`config.mk`:
```
export PLATFORM = sky130hd
export DESIGN_NAME = can_stuff_engine_flat
export DESIGN_NICKNAME = d
export VERILOG_FILES = /design/src/rtl/can_stuff_engine_if.sv /design/src/rtl/can_stuff_engine.sv /design/src/flat_wrapper.sv
export SDC_FILE = /design/constraint.sdc
export NUM_CORES = 1
export LEC_CHECK = 0
export ABC_CLOCK_PERIOD_IN_PS = 2009
export BUFFER_PORTS_ARGS = -buffer_cell sky130_fd_sc_hd__buf_4
export CORE_MARGIN = 8
export CORE_UTILIZATION = 56
export CTS_BUF_LIST = sky130_fd_sc_hd__clkbuf_4 sky130_fd_sc_hd__clkbuf_8
export CTS_CLUSTER_SIZE = 24
export DETAILED_ROUTE_END_ITERATION = 8
export HOLD_SLACK_MARGIN = 0.03
export MAX_ROUTING_LAYER = met4
export PLACE_DENSITY = 0.8
export SLEW_MARGIN = 20
export SYNTH_ARGS = -nofsm -noshare
export SYNTH_HDL_FRONTEND = slang
export SYNTH_SLANG_ARGS = --single-unit
```
`constraint.sdc`:
```
create_clock -name clock -period 2.01 [get_ports clock]
set_input_delay 0.402 -clock clock [delete_from_list [all_inputs] [get_ports clock]]
set_output_delay 0.402 -clock clock [all_outputs]
set_load 0.01 [all_outputs]
```
`src/rtl/can_stuff_engine_if.sv`:
```
// Framer/bit-timing side bundle for the CAN stuffing engine.
// master = framer and bus logic, slave = stuffing engine.
interface can_stuff_if;
  logic       enable;
  logic       sample;
  logic       tx_mode;
  logic       fixed_mode;
  logic       tx_bit;
  logic       rx_bit;
  logic       tx_bus;
  logic       tx_take;
  logic       rx_data;
  logic       rx_valid;
  logic       stuff_bit;
  logic       stuff_err;
  logic [2:0] stuff_cnt;

  modport master (
    output enable, sample, tx_mode, fixed_mode,
    output tx_bit, rx_bit,
    input  tx_bus, tx_take, rx_data, rx_valid,
    input  stuff_bit, stuff_err, stuff_cnt
  );

  modport slave (
    input  enable, sample, tx_mode, fixed_mode,
    input  tx_bit, rx_bit,
    output tx_bus, tx_take, rx_data, rx_valid,
    output stuff_bit, stuff_err, stuff_cnt
  );
endinterface

```
`src/rtl/can_stuff_engine.sv`:
```
// CAN bit stuffing engine: dynamic and FD fixed stuffing on TX,
// destuffing with stuff error detection on RX, stuff count mod 8.
module can_stuff_engine #(
  parameter int STUFF_LEN = 5,
  parameter int FIXED_LEN = 4
) (
  input logic        clock,
  input logic        reset_n,
  can_stuff_if.slave bus
);
  localparam int RW = $clog2(STUFF_LEN + 2);
  localparam int FW = $clog2(FIXED_LEN + 1);
  localparam logic [RW-1:0] RLIM = RW'(STUFF_LEN);
  localparam logic [RW-1:0] RMAX = RW'(STUFF_LEN + 1);
  localparam logic [RW-1:0] RONE = RW'(1);
  localparam logic [FW-1:0] FLIM = FW'(FIXED_LEN);
  localparam logic [FW-1:0] FONE = FW'(1);

  logic [RW-1:0] run_q, run_d;
  logic          last_q, last_d;
  logic [FW-1:0] fcnt_q, fcnt_d;
  logic          fprev_q, fprev_d;
  logic          mode_q, mode_d;
  logic [2:0]    cnt_q, cnt_d;
  logic          err_q, err_d;
  logic          txb_q, txb_d;
  logic          take_q, take_d;
  logic          rxd_q, rxd_d;
  logic          vld_q, vld_d;
  logic          stf_q, stf_d;

  logic          fstuff;
  logic          dstuff;
  logic          b;

  // Run length saturates one past the threshold so an RX
  // overrun keeps reading as an error without wrapping.
  function automatic logic [RW-1:0] run_step(
    input logic          bit_v,
    input logic          last,
    input logic [RW-1:0] run
  );
    if (run == '0 || bit_v != last) return RONE;
    if (run >= RMAX) return RMAX;
    return run + RONE;
  endfunction

  // Next-state and registered-output selection for one bit time.
  always_comb begin
    run_d   = run_q;
    last_d  = last_q;
    fcnt_d  = fcnt_q;
    fprev_d = fprev_q;
    mode_d  = mode_q;
    cnt_d   = cnt_q;
    err_d   = err_q;
    txb_d   = txb_q;
    rxd_d   = rxd_q;
    take_d  = 1'b0;
    vld_d   = 1'b0;
    stf_d   = 1'b0;
    fstuff  = 1'b0;
    dstuff  = 1'b0;
    b       = mode_q ? bus.tx_bit : bus.rx_bit;

    if (!bus.enable) begin
      run_d   = '0;
      last_d  = 1'b1;
      fcnt_d  = '0;
      fprev_d = 1'b0;
      mode_d  = bus.tx_mode;
      cnt_d   = '0;
      err_d   = 1'b0;
      txb_d   = 1'b1;
    end else if (bus.sample) begin
      fprev_d = bus.fixed_mode;
      fstuff  = bus.fixed_mode &&
                (!fprev_q || fcnt_q >= FLIM);
      dstuff  = !bus.fixed_mode && run_q == RLIM;

      if (fstuff) begin
        stf_d  = 1'b1;
        fcnt_d = '0;
        run_d  = RONE;
        if (mode_q) begin
          txb_d  = ~last_q;
          last_d = ~last_q;
        end else begin
          last_d = bus.rx_bit;
          if (bus.rx_bit == last_q) err_d = 1'b1;
        end
      end else if (dstuff) begin
        if (mode_q) begin
          stf_d  = 1'b1;
          cnt_d  = cnt_q + 3'd1;
          txb_d  = ~last_q;
          last_d = ~last_q;
          run_d  = RONE;
        end else if (bus.rx_bit != last_q) begin
          stf_d  = 1'b1;
          cnt_d  = cnt_q + 3'd1;
          last_d = bus.rx_bit;
          run_d  = RONE;
        end else begin
          err_d  = 1'b1;
          run_d  = run_step(bus.rx_bit, last_q, run_q);
        end
      end else begin
        run_d  = run_step(b, last_q, run_q);
        last_d = b;
        fcnt_d = bus.fixed_mode ? fcnt_q + FONE : '0;
        if (mode_q) begin
          txb_d  = bus.tx_bit;
          take_d = 1'b1;
        end else begin
          rxd_d  = bus.rx_bit;
          vld_d  = 1'b1;
        end
      end
    end
  end

  // State and output registers, recessive on reset.
  always_ff @(posedge clock or negedge reset_n) begin
    if (!reset_n) begin
      run_q   <= '0;
      last_q  <= 1'b1;
      fcnt_q  <= '0;
      fprev_q <= 1'b0;
      mode_q  <= 1'b0;
      cnt_q   <= '0;
      err_q   <= 1'b0;
      txb_q   <= 1'b1;
      take_q  <= 1'b0;
      rxd_q   <= 1'b0;
      vld_q   <= 1'b0;
      stf_q   <= 1'b0;
    end else begin
      run_q   <= run_d;
      last_q  <= last_d;
      fcnt_q  <= fcnt_d;
      fprev_q <= fprev_d;
      mode_q  <= mode_d;
      cnt_q   <= cnt_d;
      err_q   <= err_d;
      txb_q   <= txb_d;
      take_q  <= take_d;
      rxd_q   <= rxd_d;
      vld_q   <= vld_d;
      stf_q   <= stf_d;
    end
  end

  assign bus.tx_bus    = txb_q;
  assign bus.tx_take   = take_q;
  assign bus.rx_data   = rxd_q;
  assign bus.rx_valid  = vld_q;
  assign bus.stuff_bit = stf_q;
  assign bus.stuff_err = err_q;
  assign bus.stuff_cnt = cnt_q;
endmodule

```
`src/flat_wrapper.sv`:
```
// flat-port wrapper written by rule: the top's interface ports become plain ports
module can_stuff_engine_flat 
#(
  parameter int STUFF_LEN = 5,
  parameter int FIXED_LEN = 4
)
  (clock, reset_n, bus_enable, bus_sample, bus_tx_mode, bus_fixed_mode, bus_tx_bit, bus_rx_bit, bus_tx_bus, bus_tx_take, bus_rx_data, bus_rx_valid, bus_stuff_bit, bus_stuff_err, bus_stuff_cnt);
  can_stuff_if bus_i ();
  input logic clock;
  input logic reset_n;
  input wire logic [$bits(bus_i.enable)-1:0] bus_enable;
  input wire logic [$bits(bus_i.sample)-1:0] bus_sample;
  input wire logic [$bits(bus_i.tx_mode)-1:0] bus_tx_mode;
  input wire logic [$bits(bus_i.fixed_mode)-1:0] bus_fixed_mode;
  input wire logic [$bits(bus_i.tx_bit)-1:0] bus_tx_bit;
  input wire logic [$bits(bus_i.rx_bit)-1:0] bus_rx_bit;
  output wire logic [$bits(bus_i.tx_bus)-1:0] bus_tx_bus;
  output wire logic [$bits(bus_i.tx_take)-1:0] bus_tx_take;
  output wire logic [$bits(bus_i.rx_data)-1:0] bus_rx_data;
  output wire logic [$bits(bus_i.rx_valid)-1:0] bus_rx_valid;
  output wire logic [$bits(bus_i.stuff_bit)-1:0] bus_stuff_bit;
  output wire logic [$bits(bus_i.stuff_err)-1:0] bus_stuff_err;
  output wire logic [$bits(bus_i.stuff_cnt)-1:0] bus_stuff_cnt;
  assign bus_i.enable = bus_enable;
  assign bus_i.sample = bus_sample;
  assign bus_i.tx_mode = bus_tx_mode;
  assign bus_i.fixed_mode = bus_fixed_mode;
  assign bus_i.tx_bit = bus_tx_bit;
  assign bus_i.rx_bit = bus_rx_bit;
  assign bus_tx_bus = bus_i.tx_bus;
  assign bus_tx_take = bus_i.tx_take;
  assign bus_rx_data = bus_i.rx_data;
  assign bus_rx_valid = bus_i.rx_valid;
  assign bus_stuff_bit = bus_i.stuff_bit;
  assign bus_stuff_err = bus_i.stuff_err;
  assign bus_stuff_cnt = bus_i.stuff_cnt;
  can_stuff_engine #(.STUFF_LEN(STUFF_LEN), .FIXED_LEN(FIXED_LEN)) u_core (.clock(clock), .reset_n(reset_n), .bus(bus_i));
endmodule
```
# After elaboration in Yosys (flattened, before gate mapping)
# Index checks and enable logic that the tools add are counted.
totals:
  regBits: 18
  input_bits: 8
  out_inout_bits: 9
  wordCells: 140
op_classes:
  addsub: 3
  magnitude_cmp: 2
  eq_ne: 15
  muxes: 90
  n_bitwise: 4
  n_reduce_logical: 14
ops:
  columns: ["op", "n"]
  rows:
  - ["$mux 3", 25]
  - ["$mux 1", 65]
  - ["$reduce_and 5->1", 2]
  - ["$add 3x1->3 const B", 3]
  - ["$ge 3x3->1 const B", 2]
  - ["$ne 3x1->1 const B", 2]
  - ["$ne 3x2->1 const B", 2]
  - ["$reduce_and 2->1", 3]
  - ["$ne 5x3->1 const B", 1]
  - ["$ne 2x1->1 const B", 2]
  - ["$ne 2x2->1 const B", 2]
  - ["$ne 4x1->1 const B", 1]
  - ["$not 1->1", 4]
  - ["$reduce_and 4->1", 1]
  - ["$eq 3x3->1 const B", 1]
  - ["$logic_not 3->1", 1]
  - ["$logic_or 1x1->1", 3]
  - ["$ne 3x3->1 const B", 1]
  - ["$logic_and 1x1->1", 2]
  - ["$logic_not 1->1", 2]
  - ["$ne 1x1->1", 2]
  - ["$eq 1x1->1", 1]

# Longest topological paths before layout
depth:
  ltp_word: 24
  depth_mapped: 7
  depth_no_buf: 7

# Worst setup path after synthesis
# Ideal clock, no wire load.
synth_path:
  path_kind: "register to register"
  from: "register u_core.run_q[1]"
  to: "register u_core.rxd_q (netlist: u_core.bus.rx_data)"
  setup_ns: 0.128
  arrival_ns: 1.530
  t_required_ns: 1.882
  setup_slack_ns: 0.352
  stages_incl_launch_ff: 7
  n_path_buf: 0
  period_less_slack_ns: 1.658
  cell_sequence: "dfrtp_1 inv_1 ha_1 and3b_1 a21oi_2 nor3b_2 mux2_1"
synth_between:
  elab_chain_len: 4
synth_rtl:
  columns: ["element", "line_no", "text"]
  rows:
  - ["start, declared", "can_stuff_engine.sv:19", "logic [RW-1:0] run_q, run_d;"]
  - ["start signal, assigned", "can_stuff_engine.sv:139", "run_q <= run_d;"]
  - ["$eq 3x3->1", "can_stuff_engine.sv:79", "dstuff = !bus.fixed_mode && run_q == RLIM;"]
  - ["$logic_and 1x1->1", "can_stuff_engine.sv:79", null]
  - ["$not 1->1 (no line)", null, null]
  - ["$reduce_and 5->1 (no line)", null, null]
  - ["end signal, assigned", "can_stuff_engine.sv:148", "rxd_q <= rxd_d;"]
  - ["end, declared", "can_stuff_engine.sv:28", "logic rxd_q, rxd_d;"]
# Every way passes these cells.
# A chain may end at the register's enable or synchronous reset.

# Worst setup path in the final report
# Same ends and word-level chain as after synthesis.

==> results.md <==
- CORE AREA: between 1500 and 2000 µm²
- Final-report max-slew violation count: 0
- Worst-margin pin slew: approximately 390 ps
- Final min period: approximately 1800 ps
- Layout Nets: 130
- Htree depth: 1
- Top cells by area in the synthesized netlist: dfrtp_1 41%, ha_1 7.7%, dfstp_2 5.4%, nand2_1 4.6%, mux2i_1 4.1%
- M1 GR Usage: approximately 15%
- CP Data Arrival Time: 1980 ps
- Hold Path Class: primary input to flip-flop
- # Post-CTS Setup Buffers: 0
- #FFs+latches synth: 18
- Adder-Cell Fraction of Synth Area: under 10%
- Clock root cell: clkbuf_4
- Min setup slack post-route: about 210 ps
- Worst-case clock buffer depth: 2
- Pre-CTS setup slack: roughly 220 ps
- Total vias in the final route: about 750
- Synth top area share: ~41%
- Finished layout cell area: approximately 1100 µm²
- Clk_skew: 1.47 ps
- GP Congestion: approximately 0.84
- Synth Area per Inst: about 10 µm²
- Syn_nets: between 100 and 150
- WP data required: 2190 ps
- Period utilization: 89.3%
- Post-layout power: 0.000735 W
- Clock transition at path regs: 100 ps
- Final Non-Filler Cells: ~130
- Ports: 17
- Largest family of logic cells by synthesized area: simple AND/OR/NAND/NOR gates
- CP Launch Type: flip-flop
- Crit-path max FO: 5
- RSZ-0062 raised after global routing: no
- Busiest grt layer: met2
- PwrDens: about 640 nW/µm²
- TritonCTS clock tree: built
- Max-Cap Viols: 0
- Lkg Pwr: between 0.5 and 0.6 nW
- GR Util met2: 22.0%
- Residual DRC: 0
- Placement Cell Area: between 1000 and 1500 µm²
- Final setup violating endpoints: 0
- Drt wl/cell: 15.2 µm
- CP cell instances: inv_1 -> ha_1 -> and3b_1 -> a21oi_2 -> nor3b_2 -> mux2_1
- ANT nets after route: 0
- Iteration-0 DRC count of the detailed router: 16
- Unique masters post-synth: 29
- Register area share after synthesis: 46.6%
- Crit Path Class: flip-flop to flip-flop
- FMAX: 557 MHz
- Vias/cell: between 5 and 6
- Crit end category: flip-flop
- Cell taking the most area after synthesis: dfrtp_1
- First-pass GRT wire length: 3400 µm
- Ant. Diodes: 0
- Clk sinks: 18
- 1st-pass router iterations: 4
- Hold Buf Count CTS: 1
- Post-CTS Resized: 0
- Clock Latency Late Sink: ~290 ps
- Async SR Flop Fraction: 100%
- Post-synth EDFFs: 0
- Xor/xnor share of the synthesized area: under 10%
- CTS Buf Count: 3
- Initial antenna violation count: 0
- Synth warn: 0
- Layout cell share with drive strength beyond 1: 20.9%
- Placed cells: roughly 130
- Final wirelength: 2000 µm
- Primary FF master, synth: dfrtp_1
- Peak supply drop: around 0.00040 V
- Cell count after synthesis: 97
- Tot GR Track Use: between 10% and 20%
- # port buffers: 16
- Critical path's largest stage delay: between 400 and 500 ps
- Row count: 15
- Slowest stage cell, crit path: dfrtp_1
- Area growth syn-to-layout: 18.0%
- Total grt overflow: 0
- Crit path buf inv count: 1
- Simple-gate portion of the synthesized area: 21.3%
- Worst slew margin: 74.2%
- R2r setup slk: about 210 ps
- Starting Density: between 50% and 60%
- Number of filler cells placed in the layout: 122
- Mux contribution to synthesized area: between 6 and 7%
- Chip width: 57.6 µm
- Crit path max-delay family: simple AND/OR/NAND/NOR gates
- Largest net degree at the start of global routing: 19
- DIE HEIGHT: 57.6 µm
- Synth Area in Compound Gates: between 10% and 20%
- Status: complete, no violations
- DP HPWL: approximately 1500 µm
- Die area: 3320 µm²
- Sum Neg Setup Slack: 0 ps
- Vias in the first global route: about 730
- Grt met3 use: under 10%
- Netlist Area Pre-Place: 971 µm²
- Fin. Hold Viols: 0
## flip-flops by register name, summed over array words and instances, names as in the netlist
register	flops
u_core.bus.stuff_bit	1
u_core.bus.stuff_cnt	3
u_core.fprev_q	1
u_core.last_q	1
u_core.run_q	3
u_core.fcnt_q	3
u_core.bus.tx_bus	1
u_core.mode_q	1
u_core.bus.rx_data	1
u_core.bus.tx_take	1
u_core.bus.stuff_err	1
u_core.bus.rx_valid	1
## final cells by class
cell class / instances / area (µm²) / share of cell area [%]
Clock buffer: 4 / 36.3 / 3.17
Inverter: 4 / 15.0 / 1.31
Multi-Input combinational cell: 72 / 490 / 42.8
Sequential cell: 18 / 453 / 39.5
Tap cell: 17 / 21.3 / 1.86
Timing Repair Buffer: 17 / 130 / 11.4
## synthesized netlist by cell type, types with 3 or more instances
master / number
o21ai_1: 3
inv_1: 4
nand2_1: 12
mux2i_1: 4
nor2b_1: 4
nand2b_1: 4
dfrtp_1: 16
nor2_1: 3
nand4_1: 4
nand3_1: 3
and2_1: 3
ha_1: 6
xnor2_1: 4
a21oi_1: 3
o21ai_0: 5
## path summary, 6_finish.rpt
| check | start | end | cells after the start |
|---|---|---|---|
| worst max register to register | u_core.run_q[1] | u_core.bus.rx_data | 6 |
| worst min-delay path | bus_tx_mode | u_core.mode_q | 2 |
| max in group asynchronous | reset_n | u_core.last_q | 2 |
| worst min register to register | u_core.fcnt_q[0] | u_core.fcnt_q[0] | 1 |
| min in group asynchronous | reset_n | u_core.bus.rx_data | 2 |
| worst max-delay path | u_core.run_q[1] | u_core.bus.rx_data | 6 |
## where the power goes
part           total (W)  internal (W)  switching [W]
clock network   0.000221      0.000110       0.000110
logic           0.000118     0.0000546      0.0000638
registers       0.000396      0.000382      0.0000139
total           0.000735      0.000547       0.000188
## worst register-to-register path: stages (launching register included)
cell and delay [ps]:
dfrtp_1 410, inv_1 90, ha_1 200, and3b_1 220
a21oi_2 180, nor3b_2 250, mux2_1 340
## cells in the final DEF (no fill, tap or decap)
| cell type | count |
|---|---|
| a41oi_1 | 2 |
| o22ai_1 | 1 |
| dlygate4sd3_1 | 1 |
| a21oi_2 | 1 |
| inv_1 | 4 |
| dfrtp_1 | 16 |
| nand4_1 | 4 |
| xnor2_1 | 4 |
| o21ai_0 | 5 |
| ha_1 | 6 |
| nand2b_1 | 4 |
| nor2b_1 | 4 |
| dfstp_2 | 2 |
| a21oi_1 | 3 |
| a211o_1 | 1 |
| nand2_1 | 12 |
| buf_4 | 16 |
| o211ai_1 | 1 |
| nand3_1 | 3 |
| nor2_1 | 3 |
| a21boi_1 | 1 |
| mux2i_1 | 4 |
| clkbuf_8 | 1 |
| o21ai_1 | 3 |
| nand3b_1 | 1 |
| and2_1 | 3 |
| mux2_1 | 2 |
| and3b_1 | 1 |
| and3_1 | 2 |
| clkbuf_4 | 3 |
| nor3b_2 | 1 |
## logic make-up after synthesis
group           count (synthesis)
flops                          18
simple gates                   38
fa+ha+maj                       6
mux                             6
xor+xnor                        4
compound gates                 18
buf+inv                         7
## through the flow
stage | util (%) | hold slack (ps)
floorplan | - | 106
global placement | 65.8 | 279
detailed placement | 65.8 | 284
CTS | 68.6 | 327
global route | 68.6 | 321
finish | 68.6 | 330
## routing by layer
metal,part of all wire [%],routed length [µm]
met4,0.60,12
met3,4.7,95
met1,45,905
met2,49,991
met5,0,0
Note: power is estimated with default switching activity, not from simulation.
